## src/rtl/rtc_stopwatch_core_pkg.sv

```systemverilog
// Shared types and constants for the stopwatch core: FSM states, BCD count
// layout, seven-segment code table and the BCD count increment.
package rtc_pkg;

    typedef enum logic [1:0] {
        IDLE = 2'd0,
        RUN  = 2'd1,
        STOP = 2'd2,
        LAP  = 2'd3
    } state_t;

    typedef logic [3:0] bcd_t;

    // Digit 0 is hundredths-ones, digit 5 is minutes-tens.
    typedef bcd_t [5:0] count_t;

    localparam logic [7:0] SEG_DIGIT [0:9] = '{
        8'hC0, 8'hF9, 8'hA4, 8'hB0, 8'h99,
        8'h92, 8'h82, 8'hF8, 8'h80, 8'h90
    };
    localparam logic [7:0] SEG_DP_MASK = 8'h7F;
    localparam logic [7:0] SEG_BLANK   = 8'hFF;

    localparam bcd_t   DIGIT_MAX [0:5] = '{4'd9, 4'd9, 4'd9, 4'd5, 4'd9, 4'd5};
    localparam count_t CNT_LAST        = 24'h595999;

    // Ripple-carry BCD increment; 59:59.99 rolls over to 00:00.00.
    function automatic count_t count_inc(input count_t c);
        count_t r;
        logic   carry;
        r     = c;
        carry = 1'b1;
        for (int i = 0; i < 6; i++) begin
            if (carry) begin
                if (r[i] == DIGIT_MAX[i]) begin
                    r[i] = 4'd0;
                end else begin
                    r[i]  = r[i] + 4'd1;
                    carry = 1'b0;
                end
            end
        end
        return r;
    endfunction

endpackage

```

## src/rtl/rtc_stopwatch_core_if.sv

```systemverilog
// Control and display bundle between the stopwatch core and its surroundings.
interface rtc_stopwatch_core_if;

    logic       i_start_stop;
    logic       i_lap;
    logic       i_clear;
    logic [7:0] o_segout1;
    logic [7:0] o_segout2;
    logic [7:0] o_segout3;
    logic [7:0] o_segout4;
    logic [7:0] o_segout5;
    logic [7:0] o_segout6;
    logic       o_running;
    logic       o_wrapped;

    modport master (
        output i_start_stop, i_lap, i_clear,
        input  o_segout1, o_segout2, o_segout3, o_segout4, o_segout5, o_segout6,
        input  o_running, o_wrapped
    );

    modport slave (
        input  i_start_stop, i_lap, i_clear,
        output o_segout1, o_segout2, o_segout3, o_segout4, o_segout5, o_segout6,
        output o_running, o_wrapped
    );

endinterface

```

## src/rtl/rtc_stopwatch_core_seg_encoder.sv

```systemverilog
// BCD digit to active-low seven-segment byte; non-decimal codes blank the digit.
module rtc_seg_encoder
    import rtc_pkg::*;
(
    input  bcd_t       digit,
    input  logic       dp,
    output logic [7:0] seg
);

    always_comb begin
        seg = SEG_BLANK;
        if (digit <= 4'd9) begin
            seg = dp ? (SEG_DIGIT[digit] & SEG_DP_MASK) : SEG_DIGIT[digit];
        end
    end

endmodule

```

## src/rtl/rtc_stopwatch_core.sv

```systemverilog
// Stopwatch core: synchronised controls, run/stop/lap FSM, prescaled MM:SS.hh
// BCD count and registered seven-segment outputs.
//
// state | meaning
// IDLE  | count zeroed, waiting for start
// RUN   | counting, display shows live count
// STOP  | count frozen, clear allowed
// LAP   | counting, display shows latched count
module rtc_stopwatch_core
    import rtc_pkg::*;
#(
    parameter int CLK_HZ  = 100000000,
    parameter int TICK_HZ = 100
) (
    input  logic                i_sclk,
    input  logic                i_reset_n,
    rtc_stopwatch_core_if.slave bus
);

    localparam int             DIV      = CLK_HZ / TICK_HZ;
    localparam int             PW       = (DIV > 1) ? $clog2(DIV) : 1;
    localparam logic [PW-1:0]  PRESC_TC = PW'(DIV - 1);

    logic [2:0]    sync1, sync2, sync3, pulse;
    logic          ss_p, lap_p, clr_p;
    state_t        state, state_nxt;
    logic          clr_go, lap_cap, running, tick;
    logic [PW-1:0] presc;
    count_t        cnt, latch, disp;
    logic          wrapped;
    logic [7:0]    seg_enc [6];
    logic [7:0]    seg_q   [6];

    // Bit order in the control vectors: {clear, lap, start_stop}.
    always_ff @(posedge i_sclk or negedge i_reset_n) begin
        if (!i_reset_n) begin
            sync1 <= '0;
            sync2 <= '0;
            sync3 <= '0;
            pulse <= '0;
        end else begin
            sync1 <= {bus.i_clear, bus.i_lap, bus.i_start_stop};
            sync2 <= sync1;
            sync3 <= sync2;
            pulse <= sync2 & ~sync3;
        end
    end

    assign ss_p  = pulse[0];
    assign lap_p = pulse[1];
    assign clr_p = pulse[2];

    always_ff @(posedge i_sclk or negedge i_reset_n) begin
        if (!i_reset_n) state <= IDLE;
        else            state <= state_nxt;
    end

    always_comb begin
        state_nxt = state;
        clr_go    = 1'b0;
        lap_cap   = 1'b0;
        case (state)
            IDLE: if (ss_p) state_nxt = RUN;
            RUN: begin
                if (ss_p) begin
                    state_nxt = STOP;
                end else if (lap_p) begin
                    state_nxt = LAP;
                    lap_cap   = 1'b1;
                end
            end
            LAP: begin
                if (ss_p)       state_nxt = STOP;
                else if (lap_p) state_nxt = RUN;
            end
            STOP: begin
                if (clr_p) begin
                    state_nxt = IDLE;
                    clr_go    = 1'b1;
                end else if (ss_p) begin
                    state_nxt = RUN;
                end
            end
            default: state_nxt = IDLE;
        endcase
    end

    assign running = (state == RUN) || (state == LAP);
    assign tick    = running && (presc == PRESC_TC);

    always_ff @(posedge i_sclk or negedge i_reset_n) begin
        if (!i_reset_n)                     presc <= '0;
        else if (clr_go || state == IDLE)   presc <= '0;
        else if (running)                   presc <= tick ? '0 : presc + 1'b1;
    end

    // A tick on the same edge as RUN->STOP still advances the count.
    always_ff @(posedge i_sclk or negedge i_reset_n) begin
        if (!i_reset_n) begin
            cnt     <= '0;
            wrapped <= 1'b0;
        end else if (clr_go) begin
            cnt     <= '0;
            wrapped <= 1'b0;
        end else if (tick) begin
            cnt <= count_inc(cnt);
            if (cnt == CNT_LAST) wrapped <= 1'b1;
        end
    end

    always_ff @(posedge i_sclk or negedge i_reset_n) begin
        if (!i_reset_n)   latch <= '0;
        else if (lap_cap) latch <= cnt;
    end

    assign disp = (state == LAP) ? latch : cnt;

    for (genvar g = 0; g < 6; g++) begin : g_digit
        localparam logic       DP     = (g == 2) || (g == 4);
        localparam logic [7:0] SEG_RST = DP ? (SEG_DIGIT[0] & SEG_DP_MASK) : SEG_DIGIT[0];

        rtc_seg_encoder u_enc (
            .digit (disp[g]),
            .dp    (DP),
            .seg   (seg_enc[g])
        );

        always_ff @(posedge i_sclk or negedge i_reset_n) begin
            if (!i_reset_n) seg_q[g] <= SEG_RST;
            else            seg_q[g] <= seg_enc[g];
        end
    end

    assign bus.o_segout1 = seg_q[0];
    assign bus.o_segout2 = seg_q[1];
    assign bus.o_segout3 = seg_q[2];
    assign bus.o_segout4 = seg_q[3];
    assign bus.o_segout5 = seg_q[4];
    assign bus.o_segout6 = seg_q[5];
    assign bus.o_running = running;
    assign bus.o_wrapped = wrapped;

endmodule
```

## src/flat_wrapper.sv

```systemverilog
// flat-port wrapper written by rule: the top's interface ports become plain ports
module rtc_stopwatch_core_flat import rtc_pkg::*;
#(
    parameter int CLK_HZ  = 100000000,
    parameter int TICK_HZ = 100
)
  (i_sclk, i_reset_n, bus_i_start_stop, bus_i_lap, bus_i_clear, bus_o_segout1, bus_o_segout2, bus_o_segout3, bus_o_segout4, bus_o_segout5, bus_o_segout6, bus_o_running, bus_o_wrapped);
  rtc_stopwatch_core_if bus_i ();
  input  logic i_sclk;
  input  logic i_reset_n;
  input wire logic [$bits(bus_i.i_start_stop)-1:0] bus_i_start_stop;
  input wire logic [$bits(bus_i.i_lap)-1:0] bus_i_lap;
  input wire logic [$bits(bus_i.i_clear)-1:0] bus_i_clear;
  output wire logic [$bits(bus_i.o_segout1)-1:0] bus_o_segout1;
  output wire logic [$bits(bus_i.o_segout2)-1:0] bus_o_segout2;
  output wire logic [$bits(bus_i.o_segout3)-1:0] bus_o_segout3;
  output wire logic [$bits(bus_i.o_segout4)-1:0] bus_o_segout4;
  output wire logic [$bits(bus_i.o_segout5)-1:0] bus_o_segout5;
  output wire logic [$bits(bus_i.o_segout6)-1:0] bus_o_segout6;
  output wire logic [$bits(bus_i.o_running)-1:0] bus_o_running;
  output wire logic [$bits(bus_i.o_wrapped)-1:0] bus_o_wrapped;
  assign bus_i.i_start_stop = bus_i_start_stop;
  assign bus_i.i_lap = bus_i_lap;
  assign bus_i.i_clear = bus_i_clear;
  assign bus_o_segout1 = bus_i.o_segout1;
  assign bus_o_segout2 = bus_i.o_segout2;
  assign bus_o_segout3 = bus_i.o_segout3;
  assign bus_o_segout4 = bus_i.o_segout4;
  assign bus_o_segout5 = bus_i.o_segout5;
  assign bus_o_segout6 = bus_i.o_segout6;
  assign bus_o_running = bus_i.o_running;
  assign bus_o_wrapped = bus_i.o_wrapped;
  rtc_stopwatch_core #(.CLK_HZ(CLK_HZ), .TICK_HZ(TICK_HZ)) u_core (.i_sclk(i_sclk), .i_reset_n(i_reset_n), .bus(bus_i));
endmodule
```

## config.mk

```make
export PLATFORM = sky130hd
export DESIGN_NAME = rtc_stopwatch_core_flat
export DESIGN_NICKNAME = d
export VERILOG_FILES = /design/src/rtl/rtc_stopwatch_core_pkg.sv /design/src/rtl/rtc_stopwatch_core_if.sv /design/src/rtl/rtc_stopwatch_core_seg_encoder.sv /design/src/rtl/rtc_stopwatch_core.sv /design/src/flat_wrapper.sv
export SDC_FILE = /design/constraint.sdc
export NUM_CORES = 1
export LEC_CHECK = 0
export CAP_MARGIN = 10
export CORE_UTILIZATION = 62
export CTS_CLUSTER_DIAMETER = 30
export CTS_CLUSTER_SIZE = 14
export DETAILED_ROUTE_END_ITERATION = 16
export PLACE_DENSITY = 0.88
export SYNTH_ARGS = -nofsm -noshare
export SYNTH_HDL_FRONTEND = slang
export SYNTH_SLANG_ARGS = --single-unit
export TNS_END_PERCENT = 30
```

## constraint.sdc

```tcl
create_clock -name i_sclk -period 5.1 [get_ports i_sclk]
set_input_delay 0.765 -clock i_sclk [delete_from_list [all_inputs] [get_ports i_sclk]]
set_output_delay 0.765 -clock i_sclk [all_outputs]
set_load 0.02 [all_outputs]
```

# Yosys cells after proc, flatten, opt, wreduce, memory -nomap -nowiden
# Memories as Yosys holds them, arrays and structs flattened.
# Cells that the tools add are included.
# W data, S select, Z words.
# op_classes
n_addsub,7
order_cmp,12
n_eq_ne,13
mux,69
bitwise,8
n_reduce_logical,19
# op_table
op,n
$mux W8,14
$mux W24,3
$mux W20,3
$mux W4,11
$ge A5 B5 Y1 const B,6
$not A4 Y5,6
$mux W7,4
$mux W1,27
$add A4 B1 Y4 const B,6
$eq A24 B23 Y1 const B,1
$le A4 B4 Y1 const B,6
$add A20 B1 Y20 const B,1
$eq A20 B20 Y1 const B,1
$eq A4 B4 Y1 const B,4
$reduce_bool A2 Y1,8
$reduce_and A2 Y1,7
$mux W2,6
$eq A4 B3 Y1 const B,2
$pmux W2 S4,1
$ne A3 B1 Y1 const B,2
$eq A2 B2 Y1 const B,2
$and A3 B3 Y3,1
$not A3 Y3,1
$eq A2 B1 Y1 const B,1
other kinds (3),4
# word_totals
reg_bits,131
rom_bits,768
in_bits,5
wordCells,159
n_memories,6
# memory_table
memory,depth,word_bits,rd,rd_ports_with_merged_regs,wr,line,text
(name not given),16,8,1,0,0,rtc_stopwatch_core_seg_encoder.sv:13,seg = dp ? (SEG_DIGIT[digit] & SEG_DP_MASK) : SEG_DIGIT[digit];
(name not given),16,8,1,0,0,rtc_stopwatch_core_seg_encoder.sv:13,
(name not given),16,8,1,0,0,rtc_stopwatch_core_seg_encoder.sv:13,
(name not given),16,8,1,0,0,rtc_stopwatch_core_seg_encoder.sv:13,
(name not given),16,8,1,0,0,rtc_stopwatch_core_seg_encoder.sv:13,
(name not given),16,8,1,0,0,rtc_stopwatch_core_seg_encoder.sv:13,

# Logic depth before layout (Yosys ltp)
# depth
word_depth,20
depth_mapped,8
depth_no_buf,7

# Hierarchy
# A second synthesis with hierarchy kept.
# hier_totals
cells_unflattened,647
hier_area_um2,6926.6
# by_module_without_submodules
module,instances,cells_per_inst,area_per_inst_um2,seq_area_each_um2
rtc_stopwatch_core,1,455,5580.4,3290.7
rtc_seg_encoder (u_core.g_digit[1].u_enc ...),4,32,224.0,0.0
rtc_seg_encoder (u_core.g_digit[0].u_enc ...),2,32,225.2,0.0

# Worst setup path before layout
# No wires, ideal clock.
# synth_timing
kind,reg-to-reg
startpoint,reg u_core.presc[0]
endpoint,reg u_core.cnt[19] (netlist name)
setup_time_ns,0.078
arrival_time_ns,2.186
required_time_ns,5.022
setup_slack_ns,2.836
path_stages_with_launch,9
period_less_slack_ns,2.264
path_cell_list,dfrtp_1 ha_1 and4_1 nand4_1 buf_2 or2_2 clkbuf_1 or4_1 a21oi_1
# synth_between
elab_chain_len,4
# synth_rtl
item,line,text
"start, declared",rtc_stopwatch_core.sv:28,logic [PW-1:0] presc;
"start signal, assigned",rtc_stopwatch_core.sv:94,else if (running) presc <= tick ? '0 : presc + 1'b1;
$eq A20 B20 Y1,rtc_stopwatch_core.sv:89,assign tick = running && (presc == PRESC_TC);
$logic_and A1 B1 Y1,rtc_stopwatch_core.sv:89,
$reduce_bool A2 Y1 (no source line),-,
$reduce_and A2 Y1 (no source line),-,
"end signal, assigned",rtc_stopwatch_core.sv:106,cnt <= count_inc(cnt);
"end, declared",rtc_stopwatch_core.sv:29,"count_t cnt, latch, disp;"
# No other way between the ends.
# A chain may end at the register's enable or synchronous reset.

# Worst setup path after layout
# layout_timing
startpoint,reg u_core.state[0]
endpoint,reg u_core.seg_q (netlist bit u_core.bus.o_segout5[0])
# layout_between
elab_chain_len,7
# layout_rtl
item,line,text
"start, declared",rtc_stopwatch_core.sv:26,"state_t state, state_nxt;"
"start signal, assigned",rtc_stopwatch_core.sv:55,else state <= state_nxt;
$eq A2 B2 Y1 *,rtc_stopwatch_core.sv:116,assign disp = (state == LAP) ? latch : cnt;
$mux W24 *,rtc_stopwatch_core.sv:116,
$not A4 Y5,-,
$mem_v2 Z16 W8,-,
$mux W7 (not written as such) (2 in series),rtc_stopwatch_core_seg_encoder.sv:13,
$mux W8 *,rtc_stopwatch_core_seg_encoder.sv:12,if (digit <= 4'd9) begin
named net u_core.g_digit[4].u_enc.seg[0],rtc_stopwatch_core_seg_encoder.sv:7,output logic [7:0] seg
"end signal, assigned by index",rtc_stopwatch_core.sv:130,else seg_q[g] <= seg_enc[g];
"end, declared",rtc_stopwatch_core.sv:32,logic [7:0] seg_q [6];
# Mark *: on every way through the listed nets, which the timed path passes. The rest lies on a longest branch. The select of a mux whose other input is x is not followed.

==> summary.md <==
| Metric | Value |
|---|---|
| Initial drt markers | 343 |
| Metal-1 WL | 5.33 mm |
| Sw frac | 0.229 |
| Yosys top cell by area | dfrtp_1 |
| Synth Area in XOR/XNOR | 0.0129 |
| Seq/Total Area, Yosys | 0.521 |
| Final worst-path cycle share | 0.576 |
| DIE AREA | 10,300 µm² |
| Core Area | 9420 µm² |
| CP required | 5540 ps |
| Status | finished, final reports clean |
| Vias in the first global route | 4,599 |
| Drt drc | 0 |
| CTS Buffer Depth | 2 |
| RSZ-0062 raised after global routing | false |
| I/O pin cnt | 55 |
| Power per Cell Area | 334 nW/µm² |
| Leading cell types in the layout, fill and taps excluded | 121 x dfrtp_1, 54 x nand2_1, 49 x nor2_1, 49 x clkdlybuf4s50_1, 47 x o21ai_0 |
| Worst-path cell chain | nand2_1 -> buf_4 -> mux2i_1 -> nor3b_1 -> o21ai_0 -> nand2_1 |
| Synthesized area per cell | 10.3 µm² |
| Post-Route WL | 12.8 mm |
| Least-Margin Pin Slew | 1170 ps |
| Clock root cell | clkbuf_8 |
| TNS Setup | 0 ps |
| DIE HEIGHT | 101 µm |
| Largest fanout on the critical path | 18 |
| Hold Crit Class | primary input to async pin |
| Post-synthesis compound-gate area fraction | 0.124 |
| Row count | 35 |
| Leakage power total | 3.41 nW |
| Diodes inserted | 0 |
| Routability Congestion | 0.872 |
| Worst path slowest cell | nand2_1 |
| # resized after CTS | 0 |
| Post-CTS Setup Bufs | 0 |
| # fillers | 579 |
| Post-synthesis mux area share | 0.129 |
| Post-Synth Simple-Gate Area | 0.159 |
| # setup viols final | 0 |
| Bufs and invs on worst path | 1 |
| Mapped Area | 6120 µm² |
| Largest net degree at the start of global routing | 61 |
| Critical path's most frequent cell | nand2_1 |
| Sw Pwr | 0.557 mW |
| DRT Pass-1 Iters | 5 |
| Layout area overhead | 19.0% |
| CTS tree | done |
| Layout cells sized above 1 | 0.140 |
| WS Path Type | flop to flop |
| Max Fclk | 340 MHz |
| Port Buf Inserts | 50 |
| Synth warnings | 0 |
| Inserted Clock Buffers | 17 |
| Fin crit period | 2940 ps |
| Maxcap violations | 0 |
| Number of synthesized flops with an enable pin | 0 |
| Remaining antenna violation count | 0 |
| CP Data Arrival Time | 3380 ps |
| Via count | 4,708 |
| Number of synthesized register bits | 127 |
| Final Hold Fails | 0 |
| Met2 wire length | 6.57 mm |
| Die X | 101 µm |
| Most common cell after layout, fill and taps aside | dfrtp_1 |
| Clock Pin Slew Worst Setup and Hold Paths | 60 ps |
| Clock Latency Late Sink | 510 ps |
| Endpoint class of the critical path | flop |
| Worst vdd ir | 0.000249 V |
| Layout net count | 651 |
| Adder-cell share of the synthesized area | 0.0225 |
| Detail Route met3 WL | 647 µm |
| Gr usage total | 0.271 |
| Relative slew slack | 0.223 |
| Largest stage delay, worst path | 730 ps |
| Fin. max-slew vios | 0 |
| Crit path max-delay family | simple AND/OR/NAND/NOR gates |
| # clock sinks | 127 |
| Logic gate share of total power | 0.059 |
| Clock power frac | 0.510 |
| Sequential power share | 0.431 |
| Synth cell types | 49 |
| Largest cells by area after synthesis | dfrtp_1 49%, mux2_2 7.2%, mux2i_1 5.7%, o21ai_0 3.8%, a21oi_1 3.8% |
| WL/cell | 16.5 µm |
| CTS H-Tree Depth | 4 |
| Top cell type's share of synthesized area | 0.495 |
| Final HPWL from detailed placement | 7.94 mm |
| Type of origin of the critical path | flop |
| Global-route wire length before repair | 21.4 mm |
| Ys flop type | dfrtp_1 |
| Fraction of registers with async set/reset | 1.00 |
| Main combinational cell family by area after synthesis | simple AND/OR/NAND/NOR gates |
| Clock skew | 9.29 ps |
| Tot Pwr | 2.43 mW |
| Top sig layer | met4 |
| Via density per instance | 6.06 |
| Cts hold-fix bufs | 0 |
| Syn Inst Count | 592 |
| Internal | 1.87 mW |
| Starting density of the core | 0.650 |
| GR Overflow Total | 0 |
| Initial antenna violation count | 0 |
worst paths after layout:
path,start,end,slack (ps),cells after the start
min in group i_sclk,u_core.sync1[2],u_core.sync2[2],350,0
min reg2reg,u_core.sync1[2],u_core.sync2[2],350,0
max reg2reg,u_core.state[0],u_core.bus.o_segout5[0],2160,6
min,i_reset_n,u_core.bus.o_segout5[7],310,1
max,u_core.state[0],u_core.bus.o_segout5[0],2160,6
max in group asynchronous,i_reset_n,u_core.bus.o_segout3[6],3740,2
cell usage after synthesis, types with 9 or more instances:
cell type  instances
nor2_1            49
a21oi_1           46
xnor2_1            9
nor3_1            12
dfrtp_1          121
nand2_1           54
mux2i_1           35
inv_1             11
clkbuf_1          22
ha_1              11
o21ai_0           47
mux2_2            39
a31oi_1           10
nor2b_1           12
nand3_1           18
nand4_1            9
logic make-up after synthesis:
group | Yosys count
compound gates | 132
other cells | 1
xor+xnor | 9
fa+ha+maj | 11
simple gates | 194
mux | 74
flops | 127
buf+inv | 44
metal layers:
| metal | track usage | vias up |
|---|---|---|
| met5 | 0 | - |
| met4 | 0.134 | 0 |
| met3 | 0.0552 | 30 |
| met2 | 0.459 | 188 |
| met1 | 0.333 | 2298 |
| li1 | - | 2192 |
power groups by stage:
stage	clock network, mW	logic [mW]	registers (mW)
detailed placement	0	0.141	1.07
global route	1.31	0.157	1.05
finish	1.24	0.143	1.05
floorplan	0	0.105	1.06
global placement	0	0.135	1.06
CTS	1.25	0.144	1.05
sequential cells by signal, summed over array words and instances, names as in the netlist:
signal,flops
u_core.sync3,3
u_core.bus.o_segout1,7
u_core.pulse,3
u_core.bus.o_segout6,7
u_core.bus.o_segout3,8
u_core.sync1,3
u_core.sync2,3
u_core.state,2
u_core.presc,20
u_core.bus.o_wrapped,1
u_core.bus.o_segout4,7
u_core.latch,24
u_core.bus.o_segout2,7
u_core.cnt,24
u_core.bus.o_segout5,8
layout make-up:
class | count | area [µm²] | area share
multi-input cells | 424 | 2760 | 0.378
clock inverters | 13 | 189 | 0.0259
flip-flops and latches | 127 | 3190 | 0.437
clock buffers | 19 | 422 | 0.0579
repair buffers | 54 | 528 | 0.0725
inverters | 11 | 41.3 | 0.00567
well taps | 129 | 161 | 0.0222
through the flow:
stage	worst slack, ps	hold slack, ps	cell area (µm²)	instances	util
after detailed placement	2190	339	6670	745	0.709
after global routing	1930	358	7280	777	0.773
after global placement	2400	332	6670	745	0.709
final	2160	308	7280	777	0.773
after CTS	2190	333	7280	777	0.773
after floorplan	2840	331	6130	595	-
worst register-to-register path: cells and delay by family (launching register included):
| family | cells | cell delay (ps) |
|---|---|---|
| flip-flops | 1 | 530 |
| multiplexers | 1 | 580 |
| buffers and inverters | 1 | 420 |
| AND/OR/NAND/NOR | 3 | 1170 |
| AO/OA/AOI/OAI | 1 | 170 |
Note: power is estimated with default switching activity, not from simulation.
